## src/rtl/cfu_simd_mac.sv

```systemverilog
// cfu_simd_mac -- multi-cycle SIMD custom-function unit for the CPU CFU slot.
//   Packed SIMD add, iterative packed dot-product into an internal accumulator,
//   and accumulator read / write / clear. The accumulator either saturates or
//   wraps at ACC_W bits, depending on SAT.
// Ports:
//   clk_i      clock
//   rst_i      synchronous active-high reset
//   en_i       command strobe (one-cycle pulse, honoured only when idle)
//   cfu_ctrl_i [2:0]=funct3 op, [9:3]=funct7 (bit0 = unsigned lanes, bit1 = high word on READ)
//   src1_i     operand 1
//   src2_i     operand 2
//   stall_o    high while a command executes
//   rslt_o     registered result, held until the next command completes

// Product of one lane, extended to the accumulator width.
module cfu_simd_mac_lane #(
  parameter int LANE_W = 8,
  parameter int ACC_W  = 32
) (
  input  logic [LANE_W-1:0] a,
  input  logic [LANE_W-1:0] b,
  input  logic              uns,
  output logic [ACC_W-1:0]  prod
);
  localparam int PW = 2*LANE_W + 2;

  // One extra bit per operand lets the same signed multiplier handle both
  // signed and unsigned lanes.
  logic signed [LANE_W:0]  ae, be;
  logic signed [PW-1:0]    full;
  logic [2*LANE_W-1:0]     pw;

  assign ae   = {uns ? 1'b0 : a[LANE_W-1], a};
  assign be   = {uns ? 1'b0 : b[LANE_W-1], b};
  assign full = PW'(ae) * PW'(be);
  assign pw   = full[2*LANE_W-1:0];
  assign prod = uns ? ACC_W'(pw) : ACC_W'($signed(pw));
endmodule

module cfu_simd_mac #(
  parameter int LANE_W = 8,
  parameter int MPC    = 1,
  parameter int ACC_W  = 32,
  parameter int SAT    = 0
) (
  input  logic        clk_i,
  input  logic        rst_i,
  input  logic        en_i,
  input  logic [9:0]  cfu_ctrl_i,
  input  logic [31:0] src1_i,
  input  logic [31:0] src2_i,
  output logic        stall_o,
  output logic [31:0] rslt_o
);
  localparam int LANES = 32 / LANE_W;
  localparam int N_MAC = LANES / MPC;
  localparam int CW    = (N_MAC > 1) ? $clog2(N_MAC) : 1;
  localparam int SH    = MPC * LANE_W;

  typedef enum logic {IDLE, EXEC} state_t;

  state_t                        state;
  logic [2:0]                    op_q;
  logic                          uns_q, hi_q;
  logic [31:0]                   s1_q, s2_q;
  logic [CW-1:0]                 cnt;
  logic [ACC_W-1:0]              acc, work, step;
  logic [MPC-1:0][ACC_W-1:0]     prod;
  logic [31:0]                   add_res;
  logic [ACC_W-1:0]              acc_sh;
  logic [31:0]                   hi_word;
  logic                          last_mac;

  // The latched operands are shifted down each DOT cycle, so the lanes due
  // this cycle always sit in the low MPC lane slots.
  for (genvar m = 0; m < MPC; m++) begin : g_mac
    cfu_simd_mac_lane #(.LANE_W(LANE_W), .ACC_W(ACC_W)) u_lane (
      .a    (s1_q[m*LANE_W +: LANE_W]),
      .b    (s2_q[m*LANE_W +: LANE_W]),
      .uns  (uns_q),
      .prod (prod[m])
    );
  end

  for (genvar l = 0; l < LANES; l++) begin : g_add
    assign add_res[l*LANE_W +: LANE_W] = s1_q[l*LANE_W +: LANE_W] + s2_q[l*LANE_W +: LANE_W];
  end

  // Signed add with optional clamp; applied after every single product so a
  // clamped partial sum can move back off the rail.
  function automatic logic [ACC_W-1:0] acc_add(input logic [ACC_W-1:0] a, input logic [ACC_W-1:0] b);
    logic [ACC_W:0] s;
    s = {a[ACC_W-1], a} + {b[ACC_W-1], b};
    if (SAT != 0 && (s[ACC_W] != s[ACC_W-1]))
      acc_add = s[ACC_W] ? {1'b1, {(ACC_W-1){1'b0}}} : {1'b0, {(ACC_W-1){1'b1}}};
    else
      acc_add = s[ACC_W-1:0];
  endfunction

  always_comb begin
    step = work;
    for (int m = 0; m < MPC; m++) step = acc_add(step, prod[m]);
  end

  assign last_mac = (cnt == CW'(N_MAC - 1));

  // Upper accumulator bits sign-extended to a word; zero when there are none.
  assign acc_sh  = $signed(acc) >>> 32;
  assign hi_word = (ACC_W > 32) ? acc_sh[31:0] : 32'd0;

  always_ff @(posedge clk_i) begin
    if (rst_i) begin
      state   <= IDLE;
      stall_o <= 1'b0;
      rslt_o  <= '0;
      acc     <= '0;
      work    <= '0;
      cnt     <= '0;
      op_q    <= '0;
      uns_q   <= 1'b0;
      hi_q    <= 1'b0;
      s1_q    <= '0;
      s2_q    <= '0;
    end else begin
      case (state)
        IDLE: begin
          if (en_i) begin
            op_q    <= cfu_ctrl_i[2:0];
            uns_q   <= cfu_ctrl_i[3];
            hi_q    <= cfu_ctrl_i[4];
            s1_q    <= src1_i;
            s2_q    <= src2_i;
            work    <= acc;
            cnt     <= '0;
            state   <= EXEC;
            stall_o <= 1'b1;
          end
        end
        EXEC: begin
          if (op_q != 3'd1 || last_mac) begin
            state   <= IDLE;
            stall_o <= 1'b0;
          end
          case (op_q)
            3'd0: rslt_o <= add_res;
            3'd1: begin
              if (last_mac) begin
                acc    <= step;
                rslt_o <= step[31:0];
              end else begin
                work <= step;
                cnt  <= cnt + 1'b1;
                s1_q <= s1_q >> SH;
                s2_q <= s2_q >> SH;
              end
            end
            3'd2: rslt_o <= hi_q ? hi_word : acc[31:0];
            3'd3: begin
              acc    <= ACC_W'($signed(s1_q));
              rslt_o <= acc[31:0];
            end
            3'd4: begin
              acc    <= '0;
              rslt_o <= acc[31:0];
            end
            default: rslt_o <= '0;
          endcase
        end
        default: state <= IDLE;
      endcase
    end
  end
endmodule

```

## config.mk

```make
export PLATFORM = sky130hd
export DESIGN_NAME = cfu_simd_mac
export DESIGN_NICKNAME = d
export VERILOG_FILES = /design/src/rtl/cfu_simd_mac.sv
export SDC_FILE = /design/constraint.sdc
export NUM_CORES = 1
export LEC_CHECK = 0
export ABC_AREA = 0
export CORE_ASPECT_RATIO = 1.4
export CORE_MARGIN = 5
export CORE_UTILIZATION = 25
export DETAILED_ROUTE_END_ITERATION = 7
export GPL_TIMING_DRIVEN = 0
export SETUP_SLACK_MARGIN = 0.05
export SLEW_MARGIN = 20
export SYNTH_ARGS = -nofsm -noshare
export SYNTH_HDL_FRONTEND = slang
export SYNTH_HIERARCHICAL = 1
export SYNTH_SLANG_ARGS = --single-unit
export TNS_END_PERCENT = 20
```

## constraint.sdc

```tcl
create_clock -name clk_i -period 17.2 [get_ports clk_i]
set_clock_uncertainty 0.2 [all_clocks]
set_input_delay 2.58 -clock clk_i [delete_from_list [all_inputs] [get_ports clk_i]]
set_output_delay 2.58 -clock clk_i [all_outputs]
set_load 0.01 [all_outputs]
```

Yosys cells after proc, flatten, opt, wreduce, memory -nomap -nowiden. Index checks and enable logic that the tools add are counted.

Input bits: 77. Logic and storage cells: 68. Bits in registers: 169. Output and inout bits: 33.

Mux-type cells: 29. Eq/ne operators: 11. Add/sub/neg operators: 6. Multipliers: 1. Reduce and logical (&&, ||, !) cells: 9. Bitwise gates (word level): 1.

Operators with widths (number): 2-to-1 mux 32 bit (12); case mux 32 bit (2 select lines) (3); case mux 32 bit (4 select lines) (1); case mux 32 bit (3 select lines) (1); adder 32 bit (1); adder 8 bit (4); multiplier 9 x 9 -> 16 bit (1); equality test 3 x 2 -> 1 bit (second input constant) (2); 2-to-1 mux 1 bit (6); 2-to-1 mux 2 bit (3); != test 2 bit (second input constant) (3); AND reduction 2 bit (3); AND reduction 3 bit (2); != test 2 x 1 -> 1 bit (second input constant) (2); case mux 1 bit (2 select lines) (2); case mux 2 bit (2 select lines) (1); equality test 3 x 1 -> 1 bit (second input constant) (1); equality test 3 bit (second input constant) (1); zero test 3 bit (1); != test 3 x 1 -> 1 bit (second input constant) (1); nonzero test 3 bit (1); adder 2 x 1 -> 2 bit (second input constant) (1); equality test 2 bit (second input constant) (1); OR reduction 2 bit (1); other kinds (2) (2).

Logic depth before layout (Yosys ltp). Gate-level depths: netlist of the first run.

Depth in word-level cells: 7. Depth in mapped cells: 30. Gate-level depth less buffers: 26.

Modules after synthesis. Netlist of the first run, hierarchy kept.

Modules (own cells, without submodules): cfu_simd_mac (cells each 1122, area each 9559.2 um^2, sequential area each 3383.2 um^2, instances 1); cfu_simd_mac_lane (cells each 341, area each 2926.6 um^2, sequential area each 0.0 um^2, instances 1).

Worst setup path before layout of the first run. Ideal clock, no wire load.

Kind: register to register. From: register s2_q[7]. To: register acc[28]. Library setup time: 0.135 ns. Path slack: 9.558 ns. Data required time: 16.865 ns. Cell stages (with the launch flop): 30. Arrival time: 7.306 ns. Cell sequence: dfxtp_1 > clkbuf_1 > nand2b_1 > clkbuf_1 > or2_2 > fa_1 > fa_1 > inv_1 > fa_1 > fa_1 > inv_1 > fa_1 > inv_1 > ha_1 > a211o_1 > a31oi_1 > o21ai_0 > a21o_1 > mux2i_1 > buf_4 > ha_1 > clkbuf_1 > a21oi_1 > o21ai_0 > a2111oi_0 > nor3_1 > a221o_1 > a211oi_2 > o21ai_1 > nor3b_1.

RTL lines: from (decl) (RTL line 65) `logic [31:0] s1_q, s2_q;`; from (signal assigned) (RTL line 132) `s2_q <= src2_i;`; from (signal assigned) (RTL line 154) `s2_q <= s2_q >> SH;`; to (signal assigned) (RTL line 148) `acc <= step;`; to (signal assigned) (RTL line 159) `acc <= ACC_W'($signed(s1_q));`; to (decl) (RTL line 67) `logic [ACC_W-1:0] acc, work, step;`.

==> qor.yml, run 1 <==
grt_max_degree: 17
synth-edff-count: 0
period_share_pct: 53.56
hp-class: "reg -> reg"
diodes: 0
yosysWarnings: 6
cp_slowest_stage_delay_ns: 0.85
ant_nets: 0
fp.dieH_microns: 274.4
holdCritStartpoint: "work[7]"
worstSetupEndpointType: "flip-flop"
yosys_register_bits: 169
fin_tns_setup_ns: 0
design_area_sq_um: 14960
fmax_mhz: 108.6
core_sq_um: 49760
die-width_microns: 198.9
drt-initial-drc-count: 877
clk_path_buf_depth: 2
p_per_area_nw_per_um2: 75.18
portBuffers: 104
path_common_cell: "fa_1"
final_max_slew_viol_count: 0
clk_pin_slew_ns: 0.08
whs_ns: 0.2593
place_hpwl_mm: 35.58
maxCapViolations: 0
worstPathRequired_ns: 17.30
dieArea_sq_um: 54580
place.gp.congestion: 0.9156
rsz0062_at_grt: "no"
fin_crit_ns: 9.212
path_buf_inv: 8
routed_wl_mm: 43.30
cts_tree: "yes"
synth_seq_area_share_pct: 27.10
postSynthCellCount: 1463
rows: 97
cts.sinks: 169
layout.nets: 1826
drt_pass1_iterations: 8
leakage_nw: 6.351
crit_fanout: 10
cts-hold-fix-buffers: 0
vias_per_cell: 5.075
avgSynthCellArea_sq_um: 8.534
place_area_sq_um: 14360
tightest_slew_ns: 0.9452
layout-drive-gt1-share_pct: 5.372
drc: 0
finalHoldViolations: 0
htreeDepth: 4
syn2layout_area_growth_pct: 19.84
vias: 11390
synth.distinct_cells: 76
synthArstFlopShare_pct: 0
wl_per_cell_microns: 19.30
crit_arrival_ns: 9.32
grt_use_total_pct: 15.84
cts_setup_buffers: 0
grt_pass1_vias: 11680
start_kind: "flip-flop"
power_mw: 1.125
setup_violations: 0
grt_remaining_overflow: 0
critPathSlowestCell: "a2111oi_0"
ir_drop_mv: 0.06345
start_util_pct: 25.09
status: "finished clean"
ctsResizeCount: 0
cp_top_family: "adder cells"
syn_area_sq_um: 12490
numCtsBuffers: 17
antenna_found_initial: 0
synth_nets: 1701
timing.rr.start: "s2_q[7]"
setup.worst_path.class: "reg -> reg"
synth_ff_type: "dfxtp_1"
crit_path_start: "s2_q[7]"
cts_root_buffer: "clkbuf_16"
io_pins: 110
grt_first_pass_wirelength_mm: 66.87
clk_latency_ns: 0.44
slew_headroom_pct: 35.36
-- final cells by class --
cell class | count | area [sq um]
buffer | 97 | 429.2
clock buffer | 18 | 439.2
clock inverter | 14 | 165.2
fill | 5327 | 34800
inverter | 113 | 424.2
multi-input combinational | 1084 | 8258
sequential | 169 | 3383
tap | 643 | 804.5
timing repair buffer | 106 | 1060
-- per-layer routing --
layer / share of wire, % / global-route usage, % / up-vias
met5: 0 / 0 / -
met1: 39 / 18.11 / 5496
met2: 51 / 29.05 / 381
li1: - / - / 5404
met4: 4.7 / 7.184 / 0
met3: 4.8 / 2.040 / 107
-- placed cells by master, fill, tap and decap left out, types with 7 or more instances in the layout --
| master | n |
|---|---|
| o21a_1 | 7 |
| a21o_1 | 19 |
| inv_1 | 113 |
| nor3_1 | 42 |
| clkbuf_16 | 17 |
| a22o_1 | 16 |
| nand2_1 | 191 |
| nor2_1 | 82 |
| dfxtp_1 | 169 |
| a221o_1 | 7 |
| a221oi_1 | 28 |
| xor2_1 | 19 |
| a31oi_1 | 10 |
| ha_1 | 93 |
| mux2i_1 | 54 |
| o221ai_1 | 11 |
| fa_1 | 68 |
| clkdlybuf4s50_1 | 104 |
| and2_1 | 38 |
| clkbuf_1 | 70 |
| a21oi_1 | 75 |
| o21bai_1 | 15 |
| xnor2_1 | 52 |
| a222oi_1 | 28 |
| a22oi_1 | 11 |
| buf_4 | 16 |
| o21ai_0 | 109 |
-- cells by family (layout without fill, tap and decap cells) --
| group | Yosys count | count (layout) | share of synthesized area, % |
|---|---|---|---|
| and+or+nand+nor | 410 | 410 | 14.95 |
| AOI/OAI and AO/OA | 385 | 385 | 21.32 |
| buffers and inverters | 210 | 348 | 6.834 |
| DFF | 169 | 169 | 27.10 |
| adders and majority gates | 161 | 161 | 20.22 |
| xor gates and xnor gates | 71 | 71 | 4.980 |
| muxes | 57 | 57 | 4.590 |
-- report_power, final --
part,internal [mW],leakage [nW],switching [mW]
registers,0.409,1.37,0.0268
clock network,0.221,0.287,0.177
logic,0.116,4.69,0.175
total,0.746,6.35,0.379
-- cell usage after synthesis, drive strengths merged (19+ instances only) --
| cell | number | share of area [%] |
|---|---|---|
| a21o | 20 | 1.2 |
| a21oi | 76 | 3.1 |
| a221oi | 29 | 2.1 |
| a222oi | 28 | 2.2 |
| and2 | 38 | 1.9 |
| buf | 26 | 1.3 |
| clkbuf | 71 | 2.1 |
| dfxtp | 169 | 27 |
| fa | 68 | 11 |
| ha | 93 | 9.3 |
| inv | 113 | 3.4 |
| mux2i | 55 | 4.4 |
| nand2 | 192 | 5.8 |
| nor2 | 83 | 2.5 |
| nor3 | 43 | 1.7 |
| o21ai | 112 | 4.5 |
| xnor2 | 52 | 3.6 |
| xor2 | 19 | 1.3 |
-- worst reg2reg max path, delay by kind of cell (launching register included) --
kind / cells / cell delay, ns
AO/OA/AOI/OAI: 7 / 2.43
AND/OR/NAND/NOR: 7 / 1.32
buffers and inverters: 8 / 1.60
adder cells (fa/ha/maj): 7 / 2.68
flip-flops: 1 / 0.44
multiplexers: 1 / 0.45
-- path summary, 6_finish.rpt --
| path | end | slack [ns] | depth (start not counted) |
|---|---|---|---|
| max | acc[28] | 7.99 | 30 |
| min | work[7] | 0.26 | 2 |
| max reg2reg | acc[28] | 7.99 | 30 |
| min reg2reg | work[7] | 0.26 | 2 |
-- metrics by stage --
stage	utilization, %	instances	setup WS, ns
after global placement	28.80	2210	7.490
after floorplan	-	1463	9.558
final	30.07	2244	7.988
after global routing	30.07	2244	7.367
after CTS	30.07	2244	7.895
after detailed placement	28.86	2212	7.943
-- state kept, by name (all words and copies together) (netlist names), 2 cells and up --
signal,count
acc,32
cnt,2
op_q,3
rslt_o,32
s1_q,32
s2_q,32
work,32
No activity file was read; power rests on OpenSTA's default activity.
==> run 2, diff against run 1 <==
==> constraint.sdc (replaced) <==
create_clock -name clk_i -period 7.8 [get_ports clk_i]
set_clock_uncertainty 0.2 [all_clocks]
set_input_delay 1.17 -clock clk_i [delete_from_list [all_inputs] [get_ports clk_i]]
set_output_delay 1.17 -clock clk_i [all_outputs]
set_load 0.01 [all_outputs]
==> run 2 against run 1 <==
  * Sequential power rose by 120%
  * Total power rose by 120%
  * Maximum frequency rose by 23%
  * Largest cell class unchanged
  * Clock power rose by 120%
  * First-iteration DRC count fell by 5.4%
  * Largest power group unchanged
  * Sequential cell count did not move
  * Global-route usage barely moved
  * Cell area rose by 1.5%
  * Final cell count rose by 0.18%
  * Hold slack got worse by 0.0042 ns
  * Clock-buffer cell count did not move
  * Routed wire length rose by 0.50%
==> qor.yml, run 2 (synthesized netlist as in run 1, its figures left out) <==
status: "finished clean"
crit_fanout: 8
setup.worst_path.class: "reg -> reg"
vias: 11470
ff_latch_area_sq_um: 3393
r2r_cells: 28
final_max_slew_viol_count: 0
slew_headroom_pct: 39.99
grt_pass1_vias: 11720
core_sq_um: 49760
cts_tree: "yes"
fillCellCount: 5314
layout-drive-gt1-share_pct: 7.601
leakage_nw: 6.427
power_mw: 2.507
tightest_slew_ns: 0.9001
vias_per_cell: 5.103
whs_ns: 0.2551
clk_pin_slew_ns: 0.07
portBuffers: 104
cts_root_buffer: "clkbuf_16"
clk_latency_ns: 0.43
grt_first_pass_wirelength_mm: 67.10
clk_path_buf_depth: 2
post-route-util_pct: 30.51
htreeDepth: 4
min_path_cells: 2
grt_remaining_overflow: 0
fp.dieH_microns: 274.4
p_per_area_nw_per_um2: 165.2
routed_wl_mm: 43.51
layout_setup_ws_ns: 0.3208
multi_input_area_sq_um: 8398
ant_nets: 0
worstPathRequired_ns: 7.94
hp-class: "reg -> reg"
final_common_cell: "nand2_1"
dieArea_sq_um: 54580
wl_per_cell_microns: 19.36
die-width_microns: 198.9
numCtsBuffers: 17
drt_pass1_iterations: 7
path_common_cell: "fa_1"
timing.rr.start: "s2_q[7]"
worstSetupEndpointType: "flip-flop"
setup_violations: 0
fmax_mhz: 133.7
place.gp.congestion: 0.9156
final_cell_mix: "190 x nand2_1, 165 x dfxtp_1, 113 x inv_1, 106 x o21ai_0, 104 x clkdlybuf4s50_1"
cts.sinks: 169
rsz0062_at_grt: "yes"
syn2layout_area_growth_pct: 21.60
drt-initial-drc-count: 830
diodes: 0
place_hpwl_mm: 35.58
grt_use_total_pct: 15.88
critPathSlowestCell: "or4_1"
layout.nets: 1830
grt_max_degree: 17
worstReg2RegEnd: "acc[31]"
finalHoldViolations: 0
dp_slack_ns: -1.457
period_share_pct: 95.89
maxCapViolations: 0
fin_crit_ns: 7.479
io_pins: 110
ir_drop_mv: 0.1380
cts-hold-fix-buffers: 0
holdCritStartpoint: "work[7]"
drc: 0
crit_arrival_ns: 7.62
antenna_found_initial: 0
start_util_pct: 25.09
hold_end: "work[7]"
start_kind: "flip-flop"
cp_slowest_stage_delay_ns: 0.54
ff2ff_setup_slack_ns: 0.32
rows: 97
## run 2: worst max-delay path by stage
stage | to | startpoint | slack, ns | cells past startpoint
2_1_floorplan | acc[28] | s2_q[7] | 0.16 | 29
6_report | acc[31] | s2_q[7] | 0.32 | 28
5_1_grt | rslt_o[30] | s2_q[7] | 0.03 | 29
3_3_place_gp | acc[28] | s2_q[7] | -1.91 | 29
4_1_cts | acc[28] | s1_q[1] | 0.08 | 28
3_5_place_dp | acc[28] | s2_q[7] | -1.46 | 30
## run 2: layer usage
| metal | up-vias | wire length, microns | share of wire [%] | global-route usage [%] |
|---|---|---|---|---|
| li1 | 5417 | - | - | - |
| met1 | 5555 | 16850 | 39 | 18.13 |
| met2 | 391 | 22560 | 52 | 29.36 |
| met3 | 108 | 2198 | 5.1 | 2.053 |
| met4 | 0 | 1902 | 4.4 | 6.788 |
| met5 | - | 0 | 0 | 0 |
## run 2: critical path: cells and delay by family, from the launching register on
family                   cells  cell delay, ns
AO/OA/AOI/OAI                5            1.00
adder cells (fa/ha/maj)      7            2.99
buffers and inverters        7            0.77
flip-flops                   1            0.39
multiplexers                 1            0.10
AND/OR/NAND/NOR              8            1.92
## run 2: layout make-up
class	count	share of cell area (%)
clock buffer	18	2.893
buffer	94	2.909
timing repair buffer	113	7.351
clock inverter	14	1.088
tap	643	5.299
inverter	113	2.794
multi-input combinational	1084	55.32
sequential	169	22.35
## run 2: power by group
part / internal [mW] / leakage (nW) / switching (mW)
sequential: 0.902 / 1.38 / 0.0594
combinational: 0.274 / 4.76 / 0.396
clock: 0.488 / 0.287 / 0.388
total: 1.66 / 6.43 / 0.843
## run 2: stage by stage
step / setup TNS (ns) / cells / instance area [sq um]
after floorplan: 0 / 1463 / 12490
after CTS: 0 / 2244 / 15060
after global placement: -53.89 / 2210 / 14330
after detailed placement: -28.22 / 2212 / 14360
after global routing: 0 / 2248 / 15180
final: 0 / 2248 / 15180
## run 2: repair_timing
action,CTS,global route
endpoints found under the setup margin,44,45
buffers inserted,2,5
pin swaps,4,7
gates resized for setup,25,30
gates cloned,0,0
